File: config.mk
export PLATFORM = sky130hd
export DESIGN_NAME = dcache_line_fill_flat
export DESIGN_NICKNAME = d
export VERILOG_FILES = /design/src/rtl/dcache_pkg.sv /design/src/rtl/dcache_line_fill_if.sv /design/src/rtl/dcache_line_cnt.sv /design/src/rtl/dcache_line_fill.sv /design/src/flat_wrapper.sv
export SDC_FILE = /design/constraint.sdc
export NUM_CORES = 1
export LEC_CHECK = 0
export ABC_AREA = 1
export BUFFER_PORTS_ARGS = -buffer_cell sky130_fd_sc_hd__buf_2
export CORE_ASPECT_RATIO = 1.1
export CORE_UTILIZATION = 45
export DETAILED_ROUTE_END_ITERATION = 7
export PLACE_DENSITY = 0.81
export SKIP_LAST_GASP = 1
export SYNTH_ARGS = -nofsm -noshare
export SYNTH_HDL_FRONTEND = slang
export SYNTH_SLANG_ARGS = --single-unit
File: constraint.sdc
create_clock -name clk -period 1.78 [get_ports clk]
set_input_delay 0.089 -clock clk [delete_from_list [all_inputs] [get_ports clk]]
set_output_delay 0.089 -clock clk [all_outputs]
set_load 0.05 [all_outputs]
File: src/rtl/dcache_pkg.sv
// Shared types and default sizes for the dcache line flush/fill engine.
// Holds the engine state enum, line geometry defaults and an offset helper.
package dcache_pkg;

  localparam int DEF_DATABITS      = 32;
  localparam int DEF_CACHEADDRBITS = 5;
  localparam int DEF_ADDRBITS      = 32;

  localparam int LINEWORDS = 2 ** DEF_CACHEADDRBITS;
  localparam int WORDBYTES = DEF_DATABITS / 8;

  typedef enum logic [2:0] {
    IDLE,
    WB_RD,
    WB_WR,
    FILL_REQ,
    FILL_DATA,
    DONE
  } state_t;

  // Byte-offset bits covered by one line.
  function automatic int off_bits(int cab, int db);
    return cab + $clog2(db / 8);
  endfunction

endpackage

File: src/rtl/dcache_line_fill_if.sv
// Main-memory request/response bus between the line engine and the arbiter.
// master: engine (drives addr/rdreq/wrreq/wrdata); slave: memory side.
interface dcache_line_fill_if
  import dcache_pkg::*;
#(
  parameter int DATABITS = DEF_DATABITS,
  parameter int ADDRBITS = DEF_ADDRBITS
);

  logic [ADDRBITS-1:0] mem_addr;
  logic                mem_rdreq;
  logic                mem_wrreq;
  logic [DATABITS-1:0] mem_wrdata;
  logic                mem_ack;
  logic [DATABITS-1:0] mem_rddata;
  logic                mem_rddata_valid;

  modport master (
    output mem_addr,
    output mem_rdreq,
    output mem_wrreq,
    output mem_wrdata,
    input  mem_ack,
    input  mem_rddata,
    input  mem_rddata_valid
  );

  modport slave (
    input  mem_addr,
    input  mem_rdreq,
    input  mem_wrreq,
    input  mem_wrdata,
    output mem_ack,
    output mem_rddata,
    output mem_rddata_valid
  );

endinterface

File: src/rtl/dcache_line_cnt.sv
// Word counter for line walks: synchronous clear, increment, last-word flag.
// Ports: clk, reset, clr, inc in; cnt (W bits), last out. Wraps to 0.
module dcache_line_cnt
  import dcache_pkg::*;
#(
  parameter int W = DEF_CACHEADDRBITS
) (
  input  logic         clk,
  input  logic         reset,
  input  logic         clr,
  input  logic         inc,
  output logic [W-1:0] cnt,
  output logic         last
);

  always_ff @(posedge clk) begin
    if (reset || clr) begin
      cnt <= '0;
    end else if (inc) begin
      cnt <= cnt + W'(1);
    end
  end

  assign last = &cnt;

endmodule

File: src/rtl/dcache_line_fill.sv
// Line replacement engine: writes the resident memblock line back to main
// memory, then burst-reads the new line into the memblock.
// Ports: clk/reset; miss_req, old_base, new_base, dcache_wrreq, line_miss
// from the controller; busy/done status; flush_* and line_in* drive the
// memblock, memblock_dout reads it; mem is the main-memory bus (master).
// Optional: DCACHE_SKIPCLEAN_EN tracks a dirty bit and skips clean
// writebacks.
module dcache_line_fill
  import dcache_pkg::*;
#(
  parameter int DATABITS      = DEF_DATABITS,
  parameter int CACHEADDRBITS = DEF_CACHEADDRBITS,
  parameter int ADDRBITS      = DEF_ADDRBITS
) (
  input  logic                     clk,
  input  logic                     reset,
  input  logic                     miss_req,
  input  logic [ADDRBITS-1:0]      old_base,
  input  logic [ADDRBITS-1:0]      new_base,
  input  logic                     dcache_wrreq,
  input  logic                     line_miss,
  output logic                     busy,
  output logic                     done,
  output logic                     flush_mode,
  output logic [CACHEADDRBITS-1:0] flush_addr,
  output logic                     flush_write,
  output logic [DATABITS-1:0]      line_in,
  output logic                     line_in_valid,
  input  logic [DATABITS-1:0]      memblock_dout,
  dcache_line_fill_if.master       mem
);

  localparam int OFF = off_bits(CACHEADDRBITS, DATABITS);
  localparam int WSH = $clog2(DATABITS / 8);

  state_t state;
  state_t state_nx;

  logic [ADDRBITS-1:0]      old_q;
  logic [ADDRBITS-1:0]      new_q;
  logic [DATABITS-1:0]      wrdata_q;
  logic                     hold_q;
  logic [CACHEADDRBITS-1:0] cnt;
  logic                     last;
  logic                     start;
  logic                     cnt_inc;
  logic                     skip_wb;
  logic [ADDRBITS-1:0]      word_off;

  assign start = (state == IDLE) && miss_req;

  assign cnt_inc =
    ((state == WB_WR) && mem.mem_ack) ||
    ((state == FILL_DATA) && mem.mem_rddata_valid);

  assign word_off = ADDRBITS'(cnt) << WSH;

  dcache_line_cnt #(
    .W (CACHEADDRBITS)
  ) u_cnt (
    .clk   (clk),
    .reset (reset),
    .clr   (start),
    .inc   (cnt_inc),
    .cnt   (cnt),
    .last  (last)
  );

`ifdef DCACHE_SKIPCLEAN_EN
  logic dirty;

  // Only CPU hits outside replacement dirty the line.
  always_ff @(posedge clk) begin
    if (reset) begin
      dirty <= 1'b0;
    end else if (state == DONE) begin
      dirty <= 1'b0;
    end else if (dcache_wrreq && !line_miss &&
                 (state == IDLE)) begin
      dirty <= 1'b1;
    end
  end

  assign skip_wb = !dirty;

  logic unused_lo;
  assign unused_lo = ^{old_base[OFF-1:0],
                       new_base[OFF-1:0]};
`else
  assign skip_wb = 1'b0;

  logic unused_lo;
  assign unused_lo = ^{old_base[OFF-1:0],
                       new_base[OFF-1:0],
                       dcache_wrreq, line_miss};
`endif

  always_ff @(posedge clk) begin
    if (reset) begin
      state <= IDLE;
    end else begin
      state <= state_nx;
    end
  end

  always_comb begin
    state_nx = state;
    unique case (state)
      IDLE: begin
        if (miss_req) begin
          state_nx = skip_wb ? FILL_REQ : WB_RD;
        end
      end
      WB_RD: state_nx = WB_WR;
      WB_WR: begin
        if (mem.mem_ack) begin
          state_nx = last ? FILL_REQ : WB_RD;
        end
      end
      FILL_REQ: begin
        if (mem.mem_ack) begin
          state_nx = FILL_DATA;
        end
      end
      FILL_DATA: begin
        if (mem.mem_rddata_valid && last) begin
          state_nx = DONE;
        end
      end
      DONE: state_nx = IDLE;
      default: state_nx = IDLE;
    endcase
  end

  // memblock_dout is valid in the first WB_WR cycle; it is parked in
  // wrdata_q so the write data cannot move while the ack is pending.
  always_ff @(posedge clk) begin
    if (reset) begin
      old_q    <= '0;
      new_q    <= '0;
      wrdata_q <= '0;
      hold_q   <= 1'b0;
    end else begin
      if (start) begin
        old_q <= {old_base[ADDRBITS-1:OFF], {OFF{1'b0}}};
        new_q <= {new_base[ADDRBITS-1:OFF], {OFF{1'b0}}};
      end
      if ((state == WB_WR) && !hold_q) begin
        wrdata_q <= memblock_dout;
      end
      hold_q <= (state == WB_WR) && !mem.mem_ack;
    end
  end

  always_comb begin
    busy           = (state != IDLE);
    done           = (state == DONE);
    flush_mode     = busy;
    flush_addr     = busy ? cnt : '0;
    flush_write    = (state == FILL_DATA);
    line_in_valid  = flush_write && mem.mem_rddata_valid;
    line_in        = flush_write ? mem.mem_rddata : '0;
    mem.mem_wrreq  = (state == WB_WR);
    mem.mem_rdreq  = (state == FILL_REQ);
    mem.mem_addr   = '0;
    mem.mem_wrdata = '0;
    if (state == WB_WR) begin
      mem.mem_addr   = old_q + word_off;
      mem.mem_wrdata = hold_q ? wrdata_q : memblock_dout;
    end
    if (state == FILL_REQ) begin
      mem.mem_addr = new_q;
    end
  end

endmodule

File: src/flat_wrapper.sv
// flat-port wrapper written by rule: the top's interface ports become plain ports
module dcache_line_fill_flat import dcache_pkg::*;
#(
  parameter int DATABITS      = DEF_DATABITS,
  parameter int CACHEADDRBITS = DEF_CACHEADDRBITS,
  parameter int ADDRBITS      = DEF_ADDRBITS
)
  (clk, reset, miss_req, old_base, new_base, dcache_wrreq, line_miss, busy, done, flush_mode, flush_addr, flush_write, line_in, line_in_valid, memblock_dout, mem_mem_addr, mem_mem_rdreq, mem_mem_wrreq, mem_mem_wrdata, mem_mem_ack, mem_mem_rddata, mem_mem_rddata_valid);
  dcache_line_fill_if #(.DATABITS(DATABITS), .ADDRBITS(ADDRBITS)) mem_i ();
  input  logic clk;
  input  logic reset;
  input  logic miss_req;
  input  logic [ADDRBITS-1:0] old_base;
  input  logic [ADDRBITS-1:0] new_base;
  input  logic dcache_wrreq;
  input  logic line_miss;
  output logic busy;
  output logic done;
  output logic flush_mode;
  output logic [CACHEADDRBITS-1:0] flush_addr;
  output logic flush_write;
  output logic [DATABITS-1:0] line_in;
  output logic line_in_valid;
  input  logic [DATABITS-1:0] memblock_dout;
  output wire logic [$bits(mem_i.mem_addr)-1:0] mem_mem_addr;
  output wire logic [$bits(mem_i.mem_rdreq)-1:0] mem_mem_rdreq;
  output wire logic [$bits(mem_i.mem_wrreq)-1:0] mem_mem_wrreq;
  output wire logic [$bits(mem_i.mem_wrdata)-1:0] mem_mem_wrdata;
  input wire logic [$bits(mem_i.mem_ack)-1:0] mem_mem_ack;
  input wire logic [$bits(mem_i.mem_rddata)-1:0] mem_mem_rddata;
  input wire logic [$bits(mem_i.mem_rddata_valid)-1:0] mem_mem_rddata_valid;
  assign mem_mem_addr = mem_i.mem_addr;
  assign mem_mem_rdreq = mem_i.mem_rdreq;
  assign mem_mem_wrreq = mem_i.mem_wrreq;
  assign mem_mem_wrdata = mem_i.mem_wrdata;
  assign mem_i.mem_ack = mem_mem_ack;
  assign mem_i.mem_rddata = mem_mem_rddata;
  assign mem_i.mem_rddata_valid = mem_mem_rddata_valid;
  dcache_line_fill #(.DATABITS(DATABITS), .CACHEADDRBITS(CACHEADDRBITS), .ADDRBITS(ADDRBITS)) u_core (.clk(clk), .reset(reset), .miss_req(miss_req), .old_base(old_base), .new_base(new_base), .dcache_wrreq(dcache_wrreq), .line_miss(line_miss), .busy(busy), .done(done), .flush_mode(flush_mode), .flush_addr(flush_addr), .flush_write(flush_write), .line_in(line_in), .line_in_valid(line_in_valid), .memblock_dout(memblock_dout), .mem(mem_i));
endmodule
Word-level counts from Yosys, hierarchy flattened
Cells that the tools add are included.

Register bits: 91. Input bits: 135.

Add/sub/neg operators: 2. Eq/ne operators: 9. Mux-type cells: 12. Reduce and logical (&&, ||, !) cells: 14.

Operator list (count): $mux W32 (5); $add A32 B7 Y32 (1); $pmux W3 S5 (1); $mux W3 (4); $eq A3 B2 Y1 const B (2); $eq A3 B3 Y1 const B (2); $logic_and A1 B1 Y1 (6); $ne A2 B1 Y1 const B (3); $add A5 B1 Y5 const B (1); $mux W5 (1); $reduce_and A5 Y1 (1); $reduce_and A4 Y1 (1); $eq A3 B1 Y1 const B (1); $logic_not A3 Y1 (1); $reduce_bool A3 Y1 (1); $logic_not A1 Y1 (2); $logic_or A1 B1 Y1 (2); $mux W2 (1); $ne A2 B2 Y1 const B (1).

Logic depth before layout (Yosys ltp)
Depth in word-level cells: 4. Depth in mapped cells: 10.

Modules after synthesis
From an unflattened synthesis, not the netlist that was laid out.

Cells, all modules: 622. Area total of the unflattened synthesis: 4252.8 um^2.

Modules (own cells, without submodules): dcache_line_fill (times used 1, cells each 593, area an instance 4030.1 um^2, seq. area each 1721.7 um^2); dcache_line_cnt (times used 1, cells each 29, area an instance 222.7 um^2, seq. area each 100.1 um^2).

Worst setup path before layout
Ideal clock, no wire load.

Path kind: reg-to-output. From: register u_core.state[0]. To: output flush_addr[0]. Arrival time: 1.920 ns. Data required time: 1.691 ns. Path slack: -0.229 ns. Cell stages (with the launch flop): 7. Cells stage by stage: dfxtp_1 -> nor2_2 -> nand2_1 -> inv_2 -> buf_6 -> buf_4 -> nor2_1.

Word-level cells in the longest chain between the ends: 2.

RTL lines: from (decl) (RTL line dcache_line_fill.sv:36) `state_t state;`; from (signal assigned) (RTL line dcache_line_fill.sv:102) `state <= state_nx;`; $reduce_bool A3 Y1 (RTL line dcache_line_fill.sv:156) `busy = (state != IDLE);`; net busy (RTL line flat_wrapper.sv:17) `output logic busy;`; $mux W5 (RTL line dcache_line_fill.sv:159) `flush_addr = busy ? cnt : '0;`; to (decl) (RTL line flat_wrapper.sv:20) `output logic [CACHEADDRBITS-1:0] flush_addr;`.

The timed path passes the listed nets, and every way through them passes these cells.

Worst setup path after layout
From: register u_core.state[1]. To: output mem_mem_wrdata[4].

Word-level cells in the longest chain between the ends: 2.

RTL lines: $eq A3 B2 Y1 (RTL line dcache_line_fill.sv:167) `if (state == WB_WR) begin`; $mux W32 (RTL line dcache_line_fill.sv:167); to (decl) (RTL line flat_wrapper.sv:28) `output wire logic [$bits(mem_i.mem_wrdata)-1:0] mem_mem_wrdata;`.

Every way passes these cells.

==> metrics.yaml <==
setup_path:
  worst-path-buf-inv: 3
  r2r_setup_slack_ns: 0.04
  cp_slowest_stage_delay_ns: 0.39
  arrival_ns: 1.77
  path_cells: "nand2_2 -> nor2_4 -> buf_4 -> buf_8 -> nand3_1 -> nand2_1 -> buf_6"
  cp-end-kind: "primary output"
  worst_setup_path_start_kind: "register"
  slowest_stage: "dfxtp_4"
  critical_path.max_fanout: 11
  worstPathRequired_ns: 1.69
  critPathTopFamily: "simple AND/OR/NAND/NOR gates"
  path_class: "reg2out"
global_route:
  grt_antenna_before_repair: 4
  grt_pass1_wl_um: 25000
  grt_pass1_vias: 5189
  grt.total_usage_pct: 32.5
  overflow: 0
  grt_max_degree: 82
timing:
  final-hold-violation-count: 0
  rsz0062_at_grt: "true"
  final_max_slew_viol_count: 0
  slew_headroom_pct: 66.3
  period_needed_ns: 1.86
  tightest_slew_ns: 0.506
  finalCritPeriodShare_pct: 105
  fin_ws_ns: -0.0817
  finalSetupViolCount: 16
  fmaxAchievable_mhz: 537
  skew_ns: 0.0297
layout:
  drive_above_1_share_pct: 31.4
  design_area_um2: 6970
  final_cells: 1034
  area_growth_pct: 61.5
  nets: 1045
yosys:
  synth_flop_cell: "dfxtp_1"
  synth_area_leaders: "dfxtp_1 (42%), nand2_1 (15%), nand3_1 (11%), a21oi_1 (9.8%), a22o_1 (5.1%)"
  ys_warn_count: 0
  synth_seq_cells: 91
  synthAdderAreaFrac_pct: 0.579
  ys_seq_area_share_pct: 42.2
  syn_avg_cell_area_um2: 6.80
  synth_cell_type_count: 22
  synth_common_cells: "nand2_1 (173), nand3_1 (94), dfxtp_1 (91), a21oi_1 (85), nor2_1 (53)"
  synth_top_family_by_area: "simple AND/OR/NAND/NOR gates"
  synthSimpleGateAreaFrac_pct: 31.6
  syn_inst: 635
  syn_area_um2: 4320
  yosysTopAreaCellShare_pct: 42.2
  async_flop_share_pct: 0
  synth.area.mux_share_pct: 0
  synth-xor-area-share_pct: 0.203
  yosys.area.top_type: "dfxtp_1"
  synth.most_common_cell: "nand2_1"
  synth-edff-count: 0
  synth-compound-area-share_pct: 14.9
die:
  rows: 37
  fp.dieH_um: 105
  dieWidth_um: 95.4
  core_um2: 9350
  die_area_um2: 9990
  io_pins: 243
  start_util_pct: 46.2
status:
  failed_checks: "negative setup slack"
  status: "complete, but fails checks"
drt:
  postRouteAntennaNets: 0
  num_vias: 5632
  routed_wl_um: 17700
  avgViaCountPerCell: 5.45
  wl_per_cell_um: 17.1
  drt_iter0_drc: 524
  drcViolationCount: 0
  drtPass1Iterations: 8
place:
  place_area_um2: 5520
  post-place-cells: 941
  routabilityCongestion: 0.846
  port-buffer-count: 224
  hpwl_um: 8610
clock_network:
  insertion_delay_ns: 0.37
  clock-root-buffer: "clkbuf_8"
  cts_buffers: 9
  htree_levels: 3
  clkSinkCount: 91
  clkTransAtPathRegs_ns: 0.09
  clock_path_buffers: 2
  cts_tree: "built"
power:
  irDropWorstVdd_mv: 0.701
  p_leak_nw: 3.40
  p_total_mw: 9.17
  power_density_nw_per_um2: 1320
flow_run:
  drv_cap: 0
hold_path:
  hold_path.class: "in2reg"
-- through the flow --
stage	hold slack [ns]	util [%]	TNS, ns	setup WS, ns
after floorplan	0.168	-	-1.15	-0.229
after global placement	0.331	59.0	0	0.231
after detailed placement	0.331	59.0	0	0.212
after CTS	0.000872	70.7	0	0.00991
after global routing	0.00439	74.6	-4.02	-0.283
final	0.00703	74.6	-0.370	-0.0817
-- worst paths after layout --
check / start / to / cells after the start
worst max register to register: u_core.state[1]$_SDFFE_PP0P_ / u_core.wrdata_q[28]$_SDFFE_PP0P_ / 6
worst min-delay path: new_base[26] / u_core.new_q[26]$_SDFFE_PP0P_ / 3
worst max-delay path: u_core.state[1]$_SDFFE_PP0P_ / mem_mem_wrdata[4] / 7
worst min register to register: u_core.new_q[26]$_SDFFE_PP0P_ / u_core.new_q[26]$_SDFFE_PP0P_ / 2
-- final cells by class --
cell class | instances | area [um^2]
clock inverters | 6 | 77.6
repair buffers | 311 | 2460
inverters | 53 | 204
multi-input cells | 442 | 2110
diodes | 4 | 10.0
fillers | 624 | 2380
flip-flops and latches | 91 | 1830
clock buffers | 10 | 138
well taps | 117 | 146
-- sequential cells by signal, indices dropped and copies added, names as in the netlist --
name,count
u_core.wrdata_q,32
u_core.new_q,25
u_core.old_q,25
u_core.u_cnt.cnt,5
u_core.state,3
u_core.hold_q,1
-- repair_timing --
action                                  4_1_cts  5_1_grt
cloned                                        1        3
hold buffers                                 65        1
gates resized for setup                      73       86
buffers inserted                              2        1
pin swaps                                     1        5
hold endpoints to repair                     65        1
endpoints found under the setup margin       69       94
-- cells in the final DEF (no fill, tap or decap), types with 3 or more instances in the layout --
cell and count:
a21oi_1 85, a22o_1 25, buf_12 6, buf_2 144, buf_4 34, buf_6 35
buf_8 8, clkbuf_4 15, clkbuf_8 10, dfxtp_1 89, diode_2 4, dlygate4sd3_1 66
inv_1 49, inv_2 3, nand2_1 159, nand2_2 14, nand3_1 93, nor2_1 51
nor2_4 3
-- layer usage --
metal,vias up,wire [um],GRT usage (%)
met1,2507,5910,34.3
met3,118,2040,16.8
met2,398,8580,50.8
met5,-,13,0
met4,2,1150,19.4
li1,2607,-,-
-- power breakdown --
part / leakage [nW] / switching (mW) / internal [mW]
clock: 0.107 / 0.809 / 0.718
sequential: 0.743 / 0.255 / 2.42
combinational: 2.55 / 3.38 / 1.59
total: 3.40 / 4.44 / 4.73
-- logic make-up (layout without fill, tap and decap cells) --
| family | count (synthesis) | count (layout) |
|---|---|---|
| other | 1 | 6 |
| AOI/OAI and AO/OA | 110 | 110 |
| DFF | 91 | 91 |
| buffers and inverters | 103 | 380 |
| adders and majority gates | 2 | 2 |
| and+or+nand+nor | 327 | 327 |
| xor gates and xnor gates | 1 | 1 |
-- worst reg2reg max path, delay by kind of cell (launching register included) --
kind / cells / cell delay, ns
AOI/OAI and AO/OA: 1 / 0.47
and+or+nand+nor: 4 / 0.42
DFF: 1 / 0.38
buffers and inverters: 1 / 0.34
No activity file was read; power rests on OpenSTA's default activity.
